`config.mk`:
```
export PLATFORM = sky130hd
export DESIGN_NAME = fft_frame_scheduler
export DESIGN_NICKNAME = d
export VERILOG_FILES = /design/src/rtl/fft_sched_pkg.sv /design/src/rtl/fft_sched_tag_fifo.sv /design/src/rtl/fft_frame_scheduler.sv
export SDC_FILE = /design/constraint.sdc
export NUM_CORES = 1
export LEC_CHECK = 0
export CAP_MARGIN = 40
export CORE_MARGIN = 3
export CORE_UTILIZATION = 30
export CTS_CLUSTER_DIAMETER = 200
export DETAILED_ROUTE_END_ITERATION = 6
export PLACE_DENSITY = 0.71
export SLEW_MARGIN = 15
export SYNTH_ARGS = -nofsm -noshare
export SYNTH_HDL_FRONTEND = slang
export SYNTH_SLANG_ARGS = --single-unit
```
`constraint.sdc`:
```
create_clock -name clk -period 2.99 [get_ports clk]
set_input_delay 0.4485 -clock clk [delete_from_list [all_inputs] [get_ports clk]]
set_output_delay 0.4485 -clock clk [all_outputs]
set_load 0.01 [all_outputs]
```
`src/rtl/fft_sched_pkg.sv`:
```
// Shared state type and default sizing for the FFT frame scheduler.
// Build option: FFT_SCHED_FIXED_PRIO_EN selects fixed-priority arbitration.
package fft_sched_pkg;

    localparam int unsigned FFT_PERIOD_DEF = 32;
    localparam int unsigned NUM_CH_DEF     = 4;
    localparam int unsigned TAG_DEPTH_DEF  = 4;
    localparam int unsigned CH_W           = $clog2(NUM_CH_DEF);
    localparam int unsigned TAG_PTR_W      = $clog2(TAG_DEPTH_DEF);

    typedef enum logic [1:0] {
        ST_IDLE   = 2'd0,
        ST_STREAM = 2'd1,
        ST_GAP    = 2'd2
    } sched_state_e;

endpackage

```
`src/rtl/fft_sched_tag_fifo.sv`:
```
// Owner-tag FIFO: remembers which channel launched each frame still inside the FFT.
// Push is dropped when full and pop is dropped when empty.
module fft_sched_tag_fifo
    import fft_sched_pkg::*;
#(
    parameter int unsigned W     = CH_W,
    parameter int unsigned DEPTH = TAG_DEPTH_DEF
) (
    input  logic         clk,
    input  logic         rst,
    input  logic         push_i,
    input  logic [W-1:0] push_data_i,
    input  logic         pop_i,
    output logic [W-1:0] head_o,
    output logic         full_o,
    output logic         empty_o
);

    localparam int unsigned PW = (DEPTH > 1) ? $clog2(DEPTH) : TAG_PTR_W;
    localparam int unsigned CW = $clog2(DEPTH + 1);

    logic [W-1:0]  mem_q [DEPTH];
    logic [PW-1:0] wr_q;
    logic [PW-1:0] rd_q;
    logic [CW-1:0] cnt_q;
    logic          do_push;
    logic          do_pop;

    assign full_o  = (cnt_q == CW'(DEPTH));
    assign empty_o = (cnt_q == '0);
    assign do_push = push_i && !full_o;
    assign do_pop  = pop_i && !empty_o;
    assign head_o  = mem_q[rd_q];

    always_ff @(posedge clk) begin
        if (rst) begin
            wr_q  <= '0;
            rd_q  <= '0;
            cnt_q <= '0;
        end else begin
            if (do_push) begin
                mem_q[wr_q] <= push_data_i;
                wr_q        <= wr_q + 1'b1;
            end
            if (do_pop) begin
                rd_q <= rd_q + 1'b1;
            end
            if (do_push && !do_pop) begin
                cnt_q <= cnt_q + 1'b1;
            end else if (!do_push && do_pop) begin
                cnt_q <= cnt_q - 1'b1;
            end
        end
    end

endmodule

```
`src/rtl/fft_frame_scheduler.sv`:
```
// Time-shares one fft_32 stage between NUM_CH sources, one whole frame per grant.
// Build option: FFT_SCHED_FIXED_PRIO_EN (lowest index wins) instead of round-robin.
module fft_frame_scheduler
    import fft_sched_pkg::*;
#(
    parameter int unsigned NUM_CH    = NUM_CH_DEF,
    parameter int unsigned PERIOD    = FFT_PERIOD_DEF,
    parameter int unsigned DW        = 32,
    parameter int unsigned GAP       = 2,
    parameter int unsigned TAG_DEPTH = TAG_DEPTH_DEF
) (
    input  logic                      clk,
    input  logic                      rst,
    input  logic [NUM_CH-1:0]         ch_req,
    input  logic [NUM_CH*DW-1:0]      ch_real,
    input  logic [NUM_CH*DW-1:0]      ch_img,
    output logic [NUM_CH-1:0]         ch_rd,
    output logic                      fft_start,
    output logic                      fft_over,
    output logic [DW-1:0]             fft_real,
    output logic [DW-1:0]             fft_img,
    input  logic                      fft_start_next,
    output logic [$clog2(NUM_CH)-1:0] out_chan,
    output logic                      out_frame,
    output logic                      busy,
    output logic                      tag_err
);

    localparam int unsigned SEL_W = $clog2(NUM_CH);
    localparam int unsigned CNT_W = $clog2(PERIOD);
    localparam int unsigned GAP_W = (GAP > 1) ? $clog2(GAP) : 1;

    sched_state_e     state_q;
    logic [SEL_W-1:0] grant_q;
    logic [CNT_W-1:0] cnt_q;
    logic [GAP_W-1:0] gap_q;
    logic             start_q;
    logic             over_q;
    logic [DW-1:0]    real_q;
    logic [DW-1:0]    img_q;
    logic [SEL_W-1:0] chan_q;
    logic             frame_q;
    logic             err_q;
`ifndef FFT_SCHED_FIXED_PRIO_EN
    logic [SEL_W-1:0] ptr_q;
`endif

    logic [SEL_W-1:0] win_d;
    logic             win_vld_d;
    logic [DW-1:0]    smp_re;
    logic [DW-1:0]    smp_im;
    logic             last_smp;
    logic             gap_end;
    logic             arb_slot;
    logic             launch;
    logic             tag_full;
    logic             tag_empty;
    logic             tag_pop;
    logic [SEL_W-1:0] tag_head;

    always_comb begin
        win_d     = '0;
        win_vld_d = 1'b0;
`ifdef FFT_SCHED_FIXED_PRIO_EN
        for (int unsigned i = NUM_CH; i > 0; i--) begin
            if (ch_req[SEL_W'(i - 1)]) begin
                win_d     = SEL_W'(i - 1);
                win_vld_d = 1'b1;
            end
        end
`else
        // Offsets scanned far-to-near so the nearest requester after the pointer is kept.
        for (int unsigned i = NUM_CH; i > 0; i--) begin
            if (ch_req[SEL_W'((ptr_q + i) % NUM_CH)]) begin
                win_d     = SEL_W'((ptr_q + i) % NUM_CH);
                win_vld_d = 1'b1;
            end
        end
`endif
    end

    assign smp_re   = DW'(ch_real >> (DW * grant_q));
    assign smp_im   = DW'(ch_img >> (DW * grant_q));
    assign ch_rd    = (state_q == ST_STREAM) ? (NUM_CH'(1) << grant_q) : '0;
    assign last_smp = (state_q == ST_STREAM) && (cnt_q == CNT_W'(PERIOD - 1));
    assign gap_end  = (state_q == ST_GAP) && (gap_q == GAP_W'(GAP - 1));

    // Arbitrating in the last GAP (or, with GAP=0, last STREAM) cycle keeps exactly
    // GAP idle ch_rd cycles between frames instead of GAP plus an IDLE cycle.
    assign arb_slot = (state_q == ST_IDLE) || gap_end || ((GAP == 0) && last_smp);
    assign launch   = arb_slot && win_vld_d && !tag_full;
    assign tag_pop  = fft_start_next && !tag_empty;

    fft_sched_tag_fifo #(
        .W     (SEL_W),
        .DEPTH (TAG_DEPTH)
    ) u_tag_fifo (
        .clk         (clk),
        .rst         (rst),
        .push_i      (launch),
        .push_data_i (win_d),
        .pop_i       (fft_start_next),
        .head_o      (tag_head),
        .full_o      (tag_full),
        .empty_o     (tag_empty)
    );

    always_ff @(posedge clk) begin
        if (rst) begin
            state_q <= ST_IDLE;
            grant_q <= '0;
            cnt_q   <= '0;
            gap_q   <= '0;
            start_q <= 1'b0;
            over_q  <= 1'b0;
            real_q  <= '0;
            img_q   <= '0;
            chan_q  <= '0;
            frame_q <= 1'b0;
            err_q   <= 1'b0;
        end else begin
            start_q <= (state_q == ST_STREAM) && (cnt_q == '0);
            over_q  <= last_smp;
            real_q  <= (state_q == ST_STREAM) ? smp_re : '0;
            img_q   <= (state_q == ST_STREAM) ? smp_im : '0;
            frame_q <= tag_pop;
            if (tag_pop) begin
                chan_q <= tag_head;
            end
            if (fft_start_next && tag_empty) begin
                err_q <= 1'b1;
            end
            if (launch) begin
                grant_q <= win_d;
            end
            case (state_q)
                ST_IDLE: begin
                    if (launch) begin
                        state_q <= ST_STREAM;
                        cnt_q   <= '0;
                    end
                end
                ST_STREAM: begin
                    cnt_q <= cnt_q + 1'b1;
                    if (last_smp) begin
                        cnt_q <= '0;
                        if (GAP != 0) begin
                            state_q <= ST_GAP;
                            gap_q   <= '0;
                        end else begin
                            state_q <= launch ? ST_STREAM : ST_IDLE;
                        end
                    end
                end
                ST_GAP: begin
                    gap_q <= gap_q + 1'b1;
                    if (gap_end) begin
                        state_q <= launch ? ST_STREAM : ST_IDLE;
                    end
                end
                default: state_q <= ST_IDLE;
            endcase
        end
    end

`ifndef FFT_SCHED_FIXED_PRIO_EN
    always_ff @(posedge clk) begin
        if (rst) begin
            ptr_q <= SEL_W'(NUM_CH - 1);
        end else if (launch) begin
            ptr_q <= win_d;
        end
    end
`endif

    assign fft_start = start_q;
    assign fft_over  = over_q;
    assign fft_real  = real_q;
    assign fft_img   = img_q;
    assign out_chan  = chan_q;
    assign out_frame = frame_q;
    assign tag_err   = err_q;
    assign busy      = (state_q != ST_IDLE) || !tag_empty;

endmodule

```
==> impl_metrics.csv, run 1 <==
group,metric,value,unit
critical_path,cp.required,3270,ps
timing,slew_viol_final,0,
clocking,root_buffer,"clkbuf_16",
synthesis,synthTopCellsByArea,"dfxtp_1, mux4_2, nor2b_1, edfxtp_1, ha_1",
clocking,cts_resized,0,
synthesis,syn_area,4800,um^2
clocking,clockBufferDepth,2,
cells_and_area,n_fill_cell,1315,
synthesis,synth.distinct_cells,42,
synthesis,synthSimpleGateAreaFrac,15.2,%
timing,clock_skew,8.32,ps
timing,timing.fmax,386,MHz
synthesis,synth-edff-count,8,
synthesis,synth_top_area_share,37.1,%
floorplanning,io_pins,338,
placed_design,place_hpwl,14.7,mm
synthesis,synthTopCellsByCount,"dfxtp_1, mux4_2, nor2b_1",
placed_design,placed_area,8380,um^2
worst_hold_path,hold_end,"out_chan[1]",
route,wl_met2,9.43,mm
worst_hold_path,min-delay-start,"out_chan[1]",
synthesis,postSynthAreaPerCell,13.1,um^2
outcome,status,"finished clean",
route,drtPass1Iterations,4,
route,drtIter0Drc,204,
timing,tns,0,ps
synthesis,synth-adder-area-share,2.50,%
route,route.detailed.drc,0,
synthesis,synthMuxAreaShare,31.2,%
route,avgViaCountPerCell,4.80,
pwr,power.density,531,nW/um^2
synthesis,synth_fp_nets,638,
synthesis,yosysMostFrequentCell,"dfxtp_1",
route,wire_per_inst,19.5,um
synthesis,yosysWarnings,0,
placed_design,gp_congestion,0.925,
synthesis,ys.flop_type,"dfxtp_1",
cells_and_area,area_growth_syn_to_layout,80.5,%
worst_hold_path,worstHoldPathType,"flip-flop to flip-flop",
floorplanning,core_area,15400,um^2
grt,grt_pass1_wl,26.8,mm
grt,grt_max_degree,41,
placed_design,io_buffer_count,337,
grt,track_usage,19.8,%
synthesis,synth_cells,366,
critical_path,endpoint_kind,"flip-flop",
pwr,power.leakage,0.00307,uW
synthesis,seq_area_frac_synth,42.1,%
grt,antenna_found_initial,1,
synthesis,synth-async-reset-ratio,0,%
clocking,cts_buffers,9,
worst_hold_path,whs_path_depth,2,
floorplanning,dieWidth,132,um
grt,grt_pass1_vias,4742,
clocking,post_cts_buffers,0,
route,wirelength,17.9,mm
critical_path,cp_max_fo,4,
critical_path,r2r_setup_slack,660,ps
timing,hold_viol_final,0,
critical_path,path_class,"input pin to flip-flop",
critical_path,r2r-end,"u_tag_fifo.cnt_q[2]",
floorplanning,die-height,132,um
clocking,ctsHtreeMaxLevel,3,
route,drt-met1-wl,6.82,mm
timing,post-route-period-util,86.6,%
cells_and_area,final_area,8660,um^2
critical_path,arrival,2860,ps
route,vias,4391,
floorplanning,rows,45,
timing,setup-violations-final,0,
clocking,holdBufCountCts,0,
floorplanning,start_util,31.1,%
clocking,insertion_delay,340,ps
synthesis,synthXorXnorAreaFrac,1.28,%
timing,min_period,2590,ps
floorplanning,dieArea,17600,um^2
grt,overflow,0,
clocking,clkTransAtPathRegs,70,ps
synthesis,synth_top_family_by_area,"multiplexers",
critical_path,critPathLaunchType,"input pin",
route,final_antenna_net_count,0,
route,top_layer_used,"met4",
flow_run,drv_cap,0,
synthesis,ys_ff_latch,97,
cells_and_area,nNetsFinal,970,
clocking,cts_sinks,97,
clocking,cts_tree,"yes",
cells_and_area,drive_gt1_share,14.5,%
synthesis,synth_compound_area_share,3.81,%
synthesis,synth.largest_area_cell,"dfxtp_1",
pwr,vdd_ir_drop_max,0.279,mV
critical_path,rr_worst_depth,8,
timing,relSlewSlack,62.6,%
timing,worstMarginPinSlew,562,ps
timing,rsz0062_at_grt,"no",
critical_path,r2r-start,"u_tag_fifo.cnt_q[2]",
route,wl_met3,1.32,mm
-- state kept, by name, indices dropped and copies added, names as in the netlist, 3 cells and up --
name	cells
fft_real	32
u_tag_fifo.cnt_q	3
fft_img	32
u_tag_fifo.mem_q	8
cnt_q	5
-- metal layers --
layer	track usage (%)	vias to the layer above
li1	-	2015
met1	22.9	2134
met2	35.6	224
met3	5.21	18
met4	6.93	0
met5	0	-
-- metrics by stage --
stage	instances	util, %	hold WS, ps	total power [uW]	setup WS, ps
after floorplan	366	-	454	2700	570
after global placement	898	54.3	452	3480	111
after detailed placement	898	54.3	459	3520	55.6
after CTS	914	56.1	468	4650	419
after global routing	915	56.2	495	4850	334
final	915	56.2	461	4600	401
-- cell usage in the layout (no fill, tap or decap), types with 2 or more instances in the layout --
master	count
xnor2_1	4
clkbuf_16	9
nor3_1	3
a21oi_1	12
nand2_1	9
clkbuf_1	3
nand2b_1	4
or3_1	4
clkdlybuf4s50_1	337
a22o_1	2
and3_2	4
nand3_1	4
o21ai_0	2
ha_1	8
nor2b_1	66
edfxtp_1	8
buf_4	8
xor2_1	3
nor2_1	18
inv_1	10
dfxtp_1	87
and3_1	3
clkinv_1	2
mux4_2	66
nor4_1	3
-- cell families (layout without fill, tap and decap cells) --
group / Yosys count / count (layout)
xor+xnor: 7 / 7
mux: 67 / 67
compound gates: 27 / 27
fa+ha+maj: 9 / 9
simple gates: 123 / 123
buf+inv: 36 / 373
flops: 97 / 97
other cells: 0 / 1
-- worst max-delay path: stages --
cell             delay, ps
clkdlybuf4s50_1        460
or4_4                  590
nand4_4                140
inv_6                   30
ha_1                   210
fa_1                   380
xnor2_1                140
or3_1                  310
a21oi_1                150
-- how the worst max path moves through the flow --
stage | startpoint | endpoint | slack (ps) | depth (start not counted)
2_1_floorplan | ch_req[0] | u_tag_fifo.cnt_q[2] | 570 | 8
6_report | ch_req[0] | u_tag_fifo.cnt_q[2] | 400 | 9
3_5_place_dp | ch_req[0] | u_tag_fifo.cnt_q[2] | 60 | 9
5_1_grt | ch_req[0] | u_tag_fifo.cnt_q[2] | 330 | 9
4_1_cts | ch_req[0] | u_tag_fifo.cnt_q[2] | 420 | 9
3_3_place_gp | ch_req[0] | u_tag_fifo.cnt_q[2] | 110 | 9
-- cell type report --
cell class / instances / area (um^2) / area share (%)
repair buffers: 346 / 3450 / 39.9
multi-input cells: 233 / 2590 / 29.9
flip-flops and latches: 97 / 2030 / 23.4
well taps: 211 / 264 / 3.05
clock buffers: 12 / 236 / 2.73
inverters: 11 / 46.3 / 0.534
clock inverters: 4 / 45.0 / 0.520
diodes: 1 / 2.50 / 0.0289
-- where the power goes --
group | internal [uW] | switching (uW)
registers | 1500 | 120
logic | 1160 | 699
clock network | 644 | 477
total | 3300 | 1300
No activity file was read; power rests on OpenSTA's default activity.
==> run 2, diff against run 1 <==
--- a/config.mk
+++ b/config.mk
@@ -15,3 +15,4 @@
 export SYNTH_ARGS = -nofsm -noshare
 export SYNTH_HDL_FRONTEND = slang
 export SYNTH_SLANG_ARGS = --single-unit
+export TNS_END_PERCENT = 10
==> results of run 2 <==
Same layout as run 1: the final DEF is identical, and so are final timing and power.
